<file path="src/rtl/obs_field.sv">
// Multi-lane falling obstacle manager: per-lane position/state, bullet kills,
// lower-limit crossings, frame-counted respawn and pixel draw.
module obs_field #(
   parameter int NUM_OBS        = 4,
   parameter int OBS_W          = 20,
   parameter int OBS_H          = 20,
   parameter int LANE_X0        = 70,
   parameter int LANE_PITCH     = 160,
   parameter int FRAC           = 4,
   parameter int START_Y        = 0,
   parameter int LOWER_LIMIT    = 475,
   parameter int RESPAWN_FRAMES = 60
) (
   input  logic               clk,
   input  logic               reset,
   input  logic               video_on,
   input  logic [10:0]        pix_x,
   input  logic [10:0]        pix_y,
   input  logic [10:0]        bull_x,
   input  logic [10:0]        bull_y,
   input  logic [3:0]         speed,
   input  logic               enable,
   output logic [2:0]         rgb,
   output logic               obs_on,
   output logic [NUM_OBS-1:0] alive_mask,
   output logic               hit_pulse,
   output logic               crossed_pulse,
   output logic [7:0]         hit_count
);

   localparam int YW = 11 + FRAC;
   localparam logic [YW-1:0] Y0 = YW'(START_Y << FRAC);
   localparam logic [7:0] RESP = 8'(RESPAWN_FRAMES);

   logic [YW-1:0]      y_q [NUM_OBS];
   logic [YW-1:0]      y_d [NUM_OBS];
   logic [7:0]         dc_q [NUM_OBS];
   logic [7:0]         dc_d [NUM_OBS];
   logic [NUM_OBS-1:0] alive_q, alive_d;
   logic               hit_q, hit_d;
   logic               crs_q, crs_d;
   logic [7:0]         cnt_q, cnt_d;

   logic [11:0]        xl [NUM_OBS];
   logic [11:0]        xr [NUM_OBS];
   logic [11:0]        yt [NUM_OBS];
   logic [11:0]        yb [NUM_OBS];
   logic [NUM_OBS-1:0] col, on;
   logic [11:0]        px, py, bx, by;
   logic               frame_tick, step;

   assign px = {1'b0, pix_x};
   assign py = {1'b0, pix_y};
   assign bx = {1'b0, bull_x};
   assign by = {1'b0, bull_y};

   assign frame_tick = (pix_y == 11'd481) && (pix_x == 11'd0);
   assign step       = frame_tick & enable;

   // Lane geometry is fixed; only the top edge moves.
   always_comb begin
      for (int i = 0; i < NUM_OBS; i++) begin
         xl[i]  = 12'(LANE_X0 + i * LANE_PITCH);
         xr[i]  = xl[i] + 12'(OBS_W - 1);
         yt[i]  = {1'b0, y_q[i][YW-1:FRAC]};
         yb[i]  = yt[i] + 12'(OBS_H - 1);
         on[i]  = alive_q[i] &&
                  (px >= xl[i]) && (px <= xr[i]) &&
                  (py >= yt[i]) && (py <= yb[i]);
         col[i] = alive_q[i] &&
                  (bx > xl[i]) && (bx < xr[i]) &&
                  (by > yt[i]) && (by < yb[i]);
      end
   end

   always_comb begin
      alive_d = alive_q;
      hit_d   = |col;
      crs_d   = 1'b0;
      cnt_d   = cnt_q;
      for (int i = 0; i < NUM_OBS; i++) begin
         y_d[i]  = y_q[i];
         dc_d[i] = dc_q[i];
         if (alive_q[i]) begin
            if (col[i]) begin
               alive_d[i] = 1'b0;
               dc_d[i]    = RESP;
            end else if (step && (yb[i] >= 12'(LOWER_LIMIT))) begin
               alive_d[i] = 1'b0;
               dc_d[i]    = RESP;
               crs_d      = 1'b1;
            end else if (step) begin
               y_d[i] = y_q[i] + YW'(speed);
            end
         end else if (dc_q[i] == 8'd1) begin
            alive_d[i] = 1'b1;
            y_d[i]     = Y0;
         end else if (step && (dc_q[i] > 8'd1)) begin
            dc_d[i] = dc_q[i] - 8'd1;
         end
      end
      if ((|col) && (cnt_q != 8'hFF))
         cnt_d = cnt_q + 8'd1;
   end

   always_ff @(posedge clk) begin
      if (!reset) begin
         alive_q <= '1;
         hit_q   <= 1'b0;
         crs_q   <= 1'b0;
         cnt_q   <= 8'd0;
         for (int i = 0; i < NUM_OBS; i++) begin
            y_q[i]  <= Y0;
            dc_q[i] <= 8'd0;
         end
      end else begin
         alive_q <= alive_d;
         hit_q   <= hit_d;
         crs_q   <= crs_d;
         cnt_q   <= cnt_d;
         for (int i = 0; i < NUM_OBS; i++) begin
            y_q[i]  <= y_d[i];
            dc_q[i] <= dc_d[i];
         end
      end
   end

   assign obs_on        = |on;
   assign rgb           = (video_on && obs_on) ? 3'b111 : 3'b000;
   assign alive_mask    = alive_q;
   assign hit_pulse     = hit_q;
   assign crossed_pulse = crs_q;
   assign hit_count     = cnt_q;

endmodule
</file>
<file path="config.mk">
export PLATFORM = sky130hd
export DESIGN_NAME = obs_field
export DESIGN_NICKNAME = d
export VERILOG_FILES = /design/src/rtl/obs_field.sv
export SDC_FILE = /design/constraint.sdc
export NUM_CORES = 1
export LEC_CHECK = 0
export BUFFER_PORTS_ARGS = -buffer_cell sky130_fd_sc_hd__buf_2
export CORE_ASPECT_RATIO = 1.4
export CORE_MARGIN = 3
export CORE_UTILIZATION = 60
export DETAILED_ROUTE_END_ITERATION = 7
export PLACE_DENSITY_LB_ADDON = 0.12
export SYNTH_ARGS = -nofsm -noshare
export SYNTH_HDL_FRONTEND = slang
export SYNTH_SLANG_ARGS = --single-unit
</file>
<file path="constraint.sdc">
create_clock -name clk -period 6.6 [get_ports clk]
set_input_delay 0.33 -clock clk [delete_from_list [all_inputs] [get_ports clk]]
set_output_delay 0.33 -clock clk [all_outputs]
set_load 0.005 [all_outputs]
</file>
* Word level (Yosys, flattened, before mapping)
Memories as Yosys holds them, arrays and structs flattened. Index checks and enable logic that the tools add are counted.
Storage, ports and cells: register bits 14, bits in writable memories 92, output and inout bits 18, word-level logic and storage cells 199, memories kept 2
Operators by class: add/subtract/negate cells 13, $lt $le $gt $ge 40, equality and inequality tests 6, mux-type cells 79, bitwise logic cells 9, reductions and logical operators 46
Memory list:
- y_q | depth 4, bits a word 15, read ports 4, clocked after Yosys merged registers in 0, wr ports 4, RTL line 35 | logic [YW-1:0] y_q [NUM_OBS];
- dc_q | depth 4, bits a word 8, read ports 4, clocked after Yosys merged registers in 0, wr ports 4, RTL line 37 | logic [7:0] dc_q [NUM_OBS];
Operator list (count):
- $mux 15 | 24
- $mux 8 | 24
- $add 15x4->15 | 4
- $add 11x5->12 const B | 4
- $ge 12x9->1 const B | 4
- $le 11x12->1 | 4
- $lt 11x12->1 | 4
- $ge 11x11->1 | 4
- $gt 11x11->1 | 4
- $logic_and 1x1->1 | 43
- $eq 8x1->1 const B | 4
- $gt 8x1->1 const B | 4
- $sub 8x1->8 const B | 4
- $mux 1 | 30
- $eq 11x9->1 const B | 1
- $ge 11x10->1 const B | 1
- $ge 11x7->1 const B | 1
- $ge 11x8->1 const B | 1
- $ge 11x9->1 const B | 1
- $gt 11x10->1 const B | 1
- $gt 11x7->1 const B | 1
- $gt 11x8->1 const B | 1
- $gt 11x9->1 const B | 1
- $le 11x10->1 const B | 1
- other kinds (14) | 22

* Longest topological paths before layout
Gate-level depths: netlist of the first run.
word-level depth 16, gate-level depth with buffers 16, gate-level depth less buffers 14

* Worst setup path before layout of the first run
Ideal clock, no wire load.
path kind flip-flop to flip-flop, start point memory y_q[2][4] (netlist name), end point register cnt_q[4], in the netlist hit_count[4], library setup time 0.070 ns, data arrival time 3.642 ns, setup slack 2.888 ns, cell stages (with the launch flop) 17, buffers on the path 2, period minus slack after synthesis 3.712 ns, cell sequence dfxtp_1 > clkbuf_1 > inv_1 > ha_1 > and3b_1 > o21ai_0 > nor4_1 > xnor2_1 > ha_1 > a211oi_1 > nand2_1 > o221a_2 > o32ai_1 > o31ai_2 > buf_6 > or3_1 > a21oi_1
RTL lines:
- start, declared | RTL line 35
- end signal, assigned | RTL line 120 | cnt_q <= cnt_d;
- end, declared | RTL line 42 | logic [7:0] cnt_q, cnt_d;

==> results of run 1 <==
## logic make-up after synthesis
kind of cell,Yosys count
and+or+nand+nor,449
DFF,106
xor gates and xnor gates,63
buffers and inverters,127
adders and majority gates,207
AOI/OAI and AO/OA,435
muxes,9
## routing by layer
metal	track usage [%]	vias to the layer above	share of wire (%)
met5	0	-	0
met4	15.6	0	5.1
met3	4.60	109	7.0
met2	55.6	506	47
met1	41.0	5348	41
li1	-	5395	-
## final cells by class
cell class / instances / area [um2] / share of cell area (%)
tap: 240 / 300 / 2.50
timing repair buffer: 77 / 405 / 3.38
inverter: 76 / 285 / 2.38
clock inverter: 6 / 50.0 / 0.417
multi-input combinational: 1163 / 8610 / 71.7
sequential: 106 / 2120 / 17.7
clock buffer: 10 / 239 / 1.99
## Yosys cell counts, types with 8 or more instances
library cell and number:
or2_2 8, a21oi_1 114, a21o_1 29, o211ai_1 28
and4_1 9, nor4_1 21, nand4_1 28, nand2b_1 11
or4_1 10, nand3_1 59, o21a_1 27, nor2_1 93
dfxtp_1 106, o21ai_0 81, xor2_1 12, clkbuf_1 40
inv_1 74, xnor2_1 50, ha_1 203, nor2b_1 23
nand2_1 79, a211oi_1 12, a31oi_1 17, or3_1 24
o31ai_1 15, o2111ai_1 16, nand3b_1 10, nor3_1 32
## final timing paths
path / startpoint / endpoint / depth (start not counted)
max: y_q[0][4] / rgb[1] / 15
min: y_q[3][3] / y_q[3][3] / 2
max reg2reg: y_q[2][4] / hit_count[7] / 14
min reg2reg: y_q[3][3] / y_q[3][3] / 2
## through the flow
stage | setup WS, ps | total power [W] | hold WS, ps
finish | 2040 | 0.00141 | 464
global route | 1710 | 0.00147 | 491
CTS | 2130 | 0.00141 | 468
detailed placement | 2300 | 0.000880 | 456
global placement | 2450 | 0.000875 | 443
floorplan | 2890 | 0.000788 | 436
## worst min-delay path: cells and delay by family (launching register included)
family | cells | cell delay [ps]
AO/OA/AOI/OAI | 1 | 50
flip-flops | 1 | 320
AND/OR/NAND/NOR | 1 | 50
## layout by cell type, fill, tap and decap left out, drive strengths merged, types with 32 or more instances in the layout
cell	n
a21oi	114
buf	77
dfxtp	106
ha	203
inv	76
nand2	79
nand3	59
nor2	93
nor3	32
o21ai	86
xnor2	50
## sequential cells by signal (all words and copies together), names as in the netlist
name           count
crossed_pulse      1
hit_pulse          1
hit_count          8
y_q               60
alive_mask         4
dc_q              32
## report_power, final
part / switching (W) / internal (W)
combinational: 0.000145 / 0.0000881
clock: 0.000268 / 0.000271
sequential: 0.00000108 / 0.000640
==> flow_metrics.tcl, run 1 <==
set metrics [dict create \
    async_flop_share_pct 0 \
    synth_xor_area_share_pct 5.03 \
    critPathTopFamily "simple AND/OR/NAND/NOR gates" \
    dpl_cell_area_um2 11700 \
    drt_pre_antenna_iters 5 \
    rows 58 \
    path_buf_inv 2 \
    grt_max_degree 49 \
    place.gp.congestion 0.964 \
    layout.cells.non_filler 1678 \
    synth-compound-area-share_pct 26.1 \
    synth_top_family_by_area "compound AO/OA/AOI/OAI gates" \
    postCtsHoldBufs 0 \
    antenna_found_initial 0 \
    syn_nets 1655 \
    drt-total-wl_um 34000 \
    ys_ff_latch 106 \
    ys_warn_count 0 \
    drt-initial-drc-count 961 \
    clk_path_buf_depth 2 \
    syn_area_um2 11200 \
    synth_area_leader_cell "ha_1" \
    status "complete, no violations" \
    yosysSeqAreaShare_pct 18.9 \
    slew_viol_final 0 \
    crit_type "register to primary output" \
    start_util_pct 61.7 \
    grt_pass1_vias 10526 \
    ys_types 87 \
    wl_per_cell_um 20.3 \
    cp_cell_sequence "inv_1, ha_1, and3b_1, nor2_1, nor2_1, xnor2_1, ha_1, or3_1, a31oi_1, nor2_1, o21ai_0, o21ai_0, nor3_1, o41a_1, buf_2" \
    cp-end-kind "primary output" \
    grt.total_usage_pct 32.9 \
    root_buffer "clkbuf_16" \
    synth_edf_count 0 \
    nets 1692 \
    n_fill_cell 1609 \
    globalRouteOverflowTotal 0 \
    maxCapViolCount 0 \
    setup_viol 0 \
    postLayoutCoreUtil_pct 65.9 \
    cts_tree "built" \
    clock-sinks 106 \
    detail-route-antenna-nets 0 \
    max_stage_delay_ps 590 \
    num_io_pins 70 \
    power_leakage_nw 4.78 \
    die_w_um 122 \
    area_growth_pct 6.81 \
    rsz0062_at_grt "false" \
    grt_first_pass_wirelength_um 54000 \
    reg2reg_setup_slack_ps 2240 \
    worst_pin_slew_ps 918 \
    fmax_mhz 219 \
    period_minus_slack_ps 4560 \
    die-area_um2 20400 \
    cts_setup_buffers 0 \
    fin_crit_sh_pct 69.1 \
    vias 11358 \
    coreArea_um2 18200 \
    synthAdderAreaFrac_pct 23.3 \
    synth_area_leaders "ha_1, dfxtp_1, a21oi_1" \
    crit_arrival_ps 4230 \
    worst_path_max_delay_cell "dfxtp_1" \
    hold_violations 0 \
    ir_drop_uv 113 \
    numPlacedInstances 1662 \
    drc_errors 0 \
    start_kind "register" \
    synth_mux_area_share_pct 0.823 \
    final_layout_size_suffix_gt1_share_pct 8.41 \
    hpwlAfterDp_um 25500 \
    htree_levels 3 \
    synth_ff_type "dfxtp_1" \
    postLayoutCellArea_um2 12000 \
    relSlewSlack_pct 38.5 \
    io_buffers 69 \
    cp.required_ps 6270 \
    hp-class "register to register" \
    path_common_cell "nor2_1" \
    die_y_um 168 \
    finalClockSkew_ps 13.2 \
    n_antenna_cell 0 \
    cts_resized 0 \
    cp_max_fo 10 \
    avgSynthCellArea_um2 8.06 \
    synth_simple_gate_area_share_pct 21.3 \
    cts_made_buffers 9 \
    clkTransAtPathRegs_ps 80 \
    insertion_delay_ps 360 \
    syn_inst 1396 \
    power.density_nw_per_um2 118 \
    setup_tns_ps 0 \
    vias_per_cell 6.77 \
    synth_top_area_share_pct 22.6 \
]
Note: power is estimated with default switching activity, not from simulation.
==> run 2: changes to the inputs <==
Clock period 6.6 ns to 4.7 ns, I/O delays scaled along.
==> run 2 against run 1 <==
Clock-buffer cell count decreased by 1. Global-route usage grew 0.20 points. Critical path depth is the same.
==> flow_metrics.tcl, run 2 (synthesis results as in run 1) <==
set metrics [dict create \
    start_kind "register" \
    rows 58 \
    path_buf_inv 2 \
    cp.required_ps 4470 \
    die-area_um2 20400 \
    intPower_w 0.00140 \
    root_buffer "clkbuf_16" \
    cp_cell_sequence "inv_1, ha_1, and3b_1, nor2_1, nor2_1, xnor2_1, ha_1, or3_1, a31oi_1, nor2_1, o21ai_0, o21ai_0, nor3_1, o41a_1, buf_2" \
    vias_per_cell 6.73 \
    period_minus_slack_ps 4340 \
    ir_drop_uv 151 \
    postCtsHoldBufs 0 \
    total_power_w 0.00202 \
    final_layout_size_suffix_gt1_share_pct 8.61 \
    setup_viol 0 \
    layout_common_cells "ha_1, a21oi_1, dfxtp_1" \
    regMostFlops "y_q" \
    cts_made_buffers 9 \
    cp-end-kind "primary output" \
    grt_pass1_vias 10906 \
    postLayoutCellArea_um2 12100 \
    start_util_pct 61.7 \
    largest_reg_flops 60 \
    die_w_um 122 \
    drt_pre_antenna_iters 7 \
    worst_path_max_delay_cell "dfxtp_1" \
    worst_pin_slew_ps 890 \
    clk_path_buf_depth 2 \
    drt-initial-drc-count 1065 \
    hp-class "input pin to register" \
    cts_tree "built" \
    grt.total_usage_pct 33.1 \
    power_switching_share_pct 30.6 \
    status "complete, no violations" \
    hpwlAfterDp_um 26000 \
    fin_crit_sh_pct 92.3 \
    drt-total-wl_um 34400 \
    finalClockSkew_ps 15.7 \
    nets 1695 \
    dpl_cell_area_um2 11700 \
    antenna_found_initial 0 \
    final_common_cell "ha_1" \
    clock-sinks 106 \
    detail-route-antenna-nets 0 \
    power_frac_clock_pct 39.5 \
    insertion_delay_ps 370 \
    max_stage_delay_ps 500 \
    fmax_mhz 231 \
    drc_errors 0 \
    die_y_um 168 \
    power.density_nw_per_um2 168 \
    crit_arrival_ps 4100 \
    power_leakage_nw 4.80 \
    p_comb_share_pct 16.0 \
    critPathTopFamily "simple AND/OR/NAND/NOR gates" \
    seqPwrFrac_pct 44.5 \
    wl_per_cell_um 20.5 \
    p_sw_w 0.000618 \
    cts_setup_buffers 0 \
    grt_first_pass_wirelength_um 54700 \
    crit_type "register to primary output" \
    slew_viol_final 0 \
    postLayoutCoreUtil_pct 66.2 \
    maxCapViolCount 0 \
    area_growth_pct 7.15 \
    grt_max_degree 38 \
    cp_max_fo 10 \
    htree_levels 3 \
    vias 11314 \
    place.gp.congestion 1.01 \
    num_io_pins 70 \
    io_buffers 69 \
    path_common_cell "nor2_1" \
    clkTransAtPathRegs_ps 90 \
    n_antenna_cell 0 \
    hold_violations 0 \
    cts_resized 0 \
    coreArea_um2 18200 \
    rsz0062_at_grt "false" \
    relSlewSlack_pct 40.5 \
    globalRouteOverflowTotal 0 \
    setup_tns_ps 0 \
]
[run 2: cell count changes in the layout (fill, tap and decap cells not counted), sizes merged]
cell    delta
clkinv     -2
inv        +3
buf        +3
clkbuf     -1
[run 2: worst reg2reg max path: cells and delay by family (launching register included)]
kind / cells / cell delay (ps)
AOI/OAI and AO/OA: 6 / 1610
and+or+nand+nor: 4 / 1140
DFF: 1 / 530
adders and majority gates: 2 / 520
buffers and inverters: 1 / 170
xor gates and xnor gates: 1 / 160
[run 2: path summary, 6_finish.rpt]
| check | start | end | slack (ps) | cells past startpoint |
|---|---|---|---|---|
| worst max-delay path | y_q[0][4] | rgb[1] | 360 | 15 |
| worst min-delay path | reset | dc_q[0][2] | 270 | 2 |
| worst max register to register | y_q[2][4] | hit_count[4] | 500 | 14 |
| worst min register to register | y_q[3][2] | y_q[3][2] | 470 | 2 |
[run 2: per-stage QoR]
stage	std cells	hold WS, ps	setup slack, ps
after floorplan	1396	436	988
after global placement	1665	446	694
after detailed placement	1665	456	520
after CTS	1681	266	389
after global routing	1681	276	40.4
final	1681	270	363
[run 2: layout make-up]
cell class                      count  area (um2)
Tap cell                          240         300
Sequential cell                   106        2120
Inverter                           76         285
Clock inverter                      7        80.1
Clock buffer                        9         225
Timing Repair Buffer               80         428
Fill cell                        1642        6160
Multi-Input combinational cell   1163        8610
[run 2: layer usage]
| metal | global-route usage, % | up-vias | wire [um] |
|---|---|---|---|
| li1 | - | 5379 | - |
| met1 | 39.8 | 5289 | 14000 |
| met2 | 56.2 | 504 | 16100 |
| met3 | 5.01 | 142 | 2380 |
| met4 | 18.0 | 0 | 2000 |
| met5 | 0 | - | 0 |
[run 2: power groups by stage]
stage / clock (W) / sequential [W] / combinational, W
after floorplan: 0 / 0.000921 / 0.000186
after global placement: 0 / 0.000921 / 0.000306
after detailed placement: 0 / 0.000921 / 0.000313
after CTS: 0.000812 / 0.000900 / 0.000316
after global routing: 0.000849 / 0.000900 / 0.000358
final: 0.000799 / 0.000900 / 0.000324
==> run 3: changes to the inputs <==
Settings changed: CORE_UTILIZATION 60 to 45, RECOVER_POWER set to 25.
==> run 3 against run 2 <==
Combinational power about the same. Sequential share of layout area is 0.14 points lower. Critical path depth is the same. Register-to-register slack worse by 120 ps. Worst setup slack got worse by 57 ps. Sequential cell count stayed put. Largest cell class unchanged.
==> flow_metrics.tcl, run 3 (synthesis results as in run 1) <==
set metrics [dict create \
    rows 67 \
    wl_met1_um 15500 \
    largest_reg_flops 60 \
    regMostFlops "y_q" \
    io_buffers 69 \
    holdPathEnd "dc_q[1][2]" \
    relSlewSlack_pct 35.2 \
    postLayoutCellArea_um2 12100 \
    drt-initial-drc-count 711 \
    routed-wl-met2_um 16900 \
    cp_max_fo 10 \
    grt_pass1_vias 10529 \
    rr_worst_depth 13 \
    antenna_found_initial 0 \
    final_common_cell "ha_1" \
    die-area_um2 27000 \
    drt-total-wl_um 35600 \
    crit_type "register to primary output" \
    root_buffer "clkbuf_16" \
    grt_first_pass_wirelength_um 56200 \
    hp-class "input pin to register" \
    rsz0062_at_grt "false" \
    layout_common_cells "ha_1, a21oi_1, dfxtp_1" \
    dpl_cell_area_um2 11900 \
    die_y_um 193 \
    final_layout_size_suffix_gt1_share_pct 8.10 \
    area_growth_pct 7.99 \
    detail-route-antenna-nets 0 \
    met3WireLength_um 1820 \
    postCtsHoldBufs 0 \
    routed.top_layer "met4" \
    fmax_mhz 228 \
    grt_max_degree 26 \
    cts_tree "built" \
    setup_tns_ps 0 \
    power.density_nw_per_um2 168 \
    hold_violations 0 \
    status "complete, no violations" \
    whs_path_depth 4 \
    slew_viol_final 0 \
    grt.total_usage_pct 26.0 \
    drc_errors 0 \
    num_io_pins 70 \
    n_antenna_cell 0 \
    reg2reg_setup_slack_ps 380 \
    maxCapViolCount 0 \
    htree_levels 3 \
    drt_pre_antenna_iters 6 \
    clkTransAtPathRegs_ps 80 \
    worst_pin_slew_ps 971 \
    min_from "reset" \
    vias 11034 \
    start_kind "register" \
    timing.hold.ws_ps 381 \
    clock-sinks 106 \
    finalClockSkew_ps 11.4 \
    total_power_w 0.00204 \
    rr_endpoint "y_q[0][7]" \
    nets 1699 \
    wl_per_cell_um 20.3 \
    fin_crit_sh_pct 93.5 \
    place.gp.congestion 0.891 \
    cts_made_buffers 9 \
    cp-end-kind "primary output" \
    period_minus_slack_ps 4390 \
    postLayoutCoreUtil_pct 50.1 \
    ir_drop_uv 181 \
    hpwlAfterDp_um 27300 \
    cp.required_ps 4470 \
    vias_per_cell 6.29 \
    cts_setup_buffers 0 \
    setup_viol 0 \
    globalRouteOverflowTotal 0 \
    die_w_um 140 \
    clk_path_buf_depth 2 \
    cts_resized 0 \
    crit_arrival_ps 4160 \
    start_util_pct 46.4 \
    insertion_delay_ps 370 \
    worstReg2RegStart "y_q[0][4]" \
    coreArea_um2 24200 \
    power_leakage_nw 4.79 \
]
run 3: cell count changes in the layout (fill, tap and decap cells not counted), sizes merged:
cell    before  now
buf         80   74
clkbuf       9   19
bufinv       0    1
inv         79   78
run 3: cell type report:
class	count	area (um2)
well taps	310	388
multi-input cells	1163	8600
fillers	2392	12100
inverters	76	285
repair buffers	84	435
flip-flops and latches	106	2120
clock inverters	7	85.1
clock buffers	9	225
run 3: where the power goes:
group          total (W)  switching (W)  leakage [nW]  internal (W)
Sequential      0.000900     0.00000134         0.854      0.000898
Clock           0.000821       0.000398         0.150      0.000423
Combinational   0.000323       0.000199          3.78      0.000123
Total            0.00204       0.000598          4.79       0.00144
run 3: critical path, stage by stage, from the launching register on:
cell and delay (ps):
dfxtp_1 530, inv_1 210, ha_1 330, and3b_1 420, nor2_1 130, nor2_1 170, xnor2_1 180, ha_1 330
or3_1 390, a31oi_1 220, nor2_1 90, o21ai_0 140, o21ai_0 110, nor3_1 190, o41a_1 220, buf_2 120
run 3: metal layers:
metal / vias up / global-route usage (%)
met2: 335 / 45.4
met1: 5232 / 32.6
met4: 0 / 10.7
met3: 73 / 3.31
met5: - / 0
li1: 5394 / -
run 3: worst max path at each step:
stage | cells after the start | slack, ps | startpoint | end
after floorplan | 16 | 990 | y_q[2][4] | hit_count[4]
after global placement | 14 | 610 | y_q[2][4] | hit_count[7]
after detailed placement | 14 | 480 | y_q[2][4] | hit_count[3]
after CTS | 15 | 320 | y_q[0][4] | rgb[1]
after global routing | 14 | 30 | y_q[1][4] | hit_count[7]
final | 15 | 310 | y_q[0][4] | rgb[1]
run 3: per-stage QoR:
stage / setup slack, ps / cells
finish: 306 / 1755
global route: 32.6 / 1755
floorplan: 988 / 1396
global placement: 605 / 1739
detailed placement: 479 / 1739
CTS: 321 / 1755
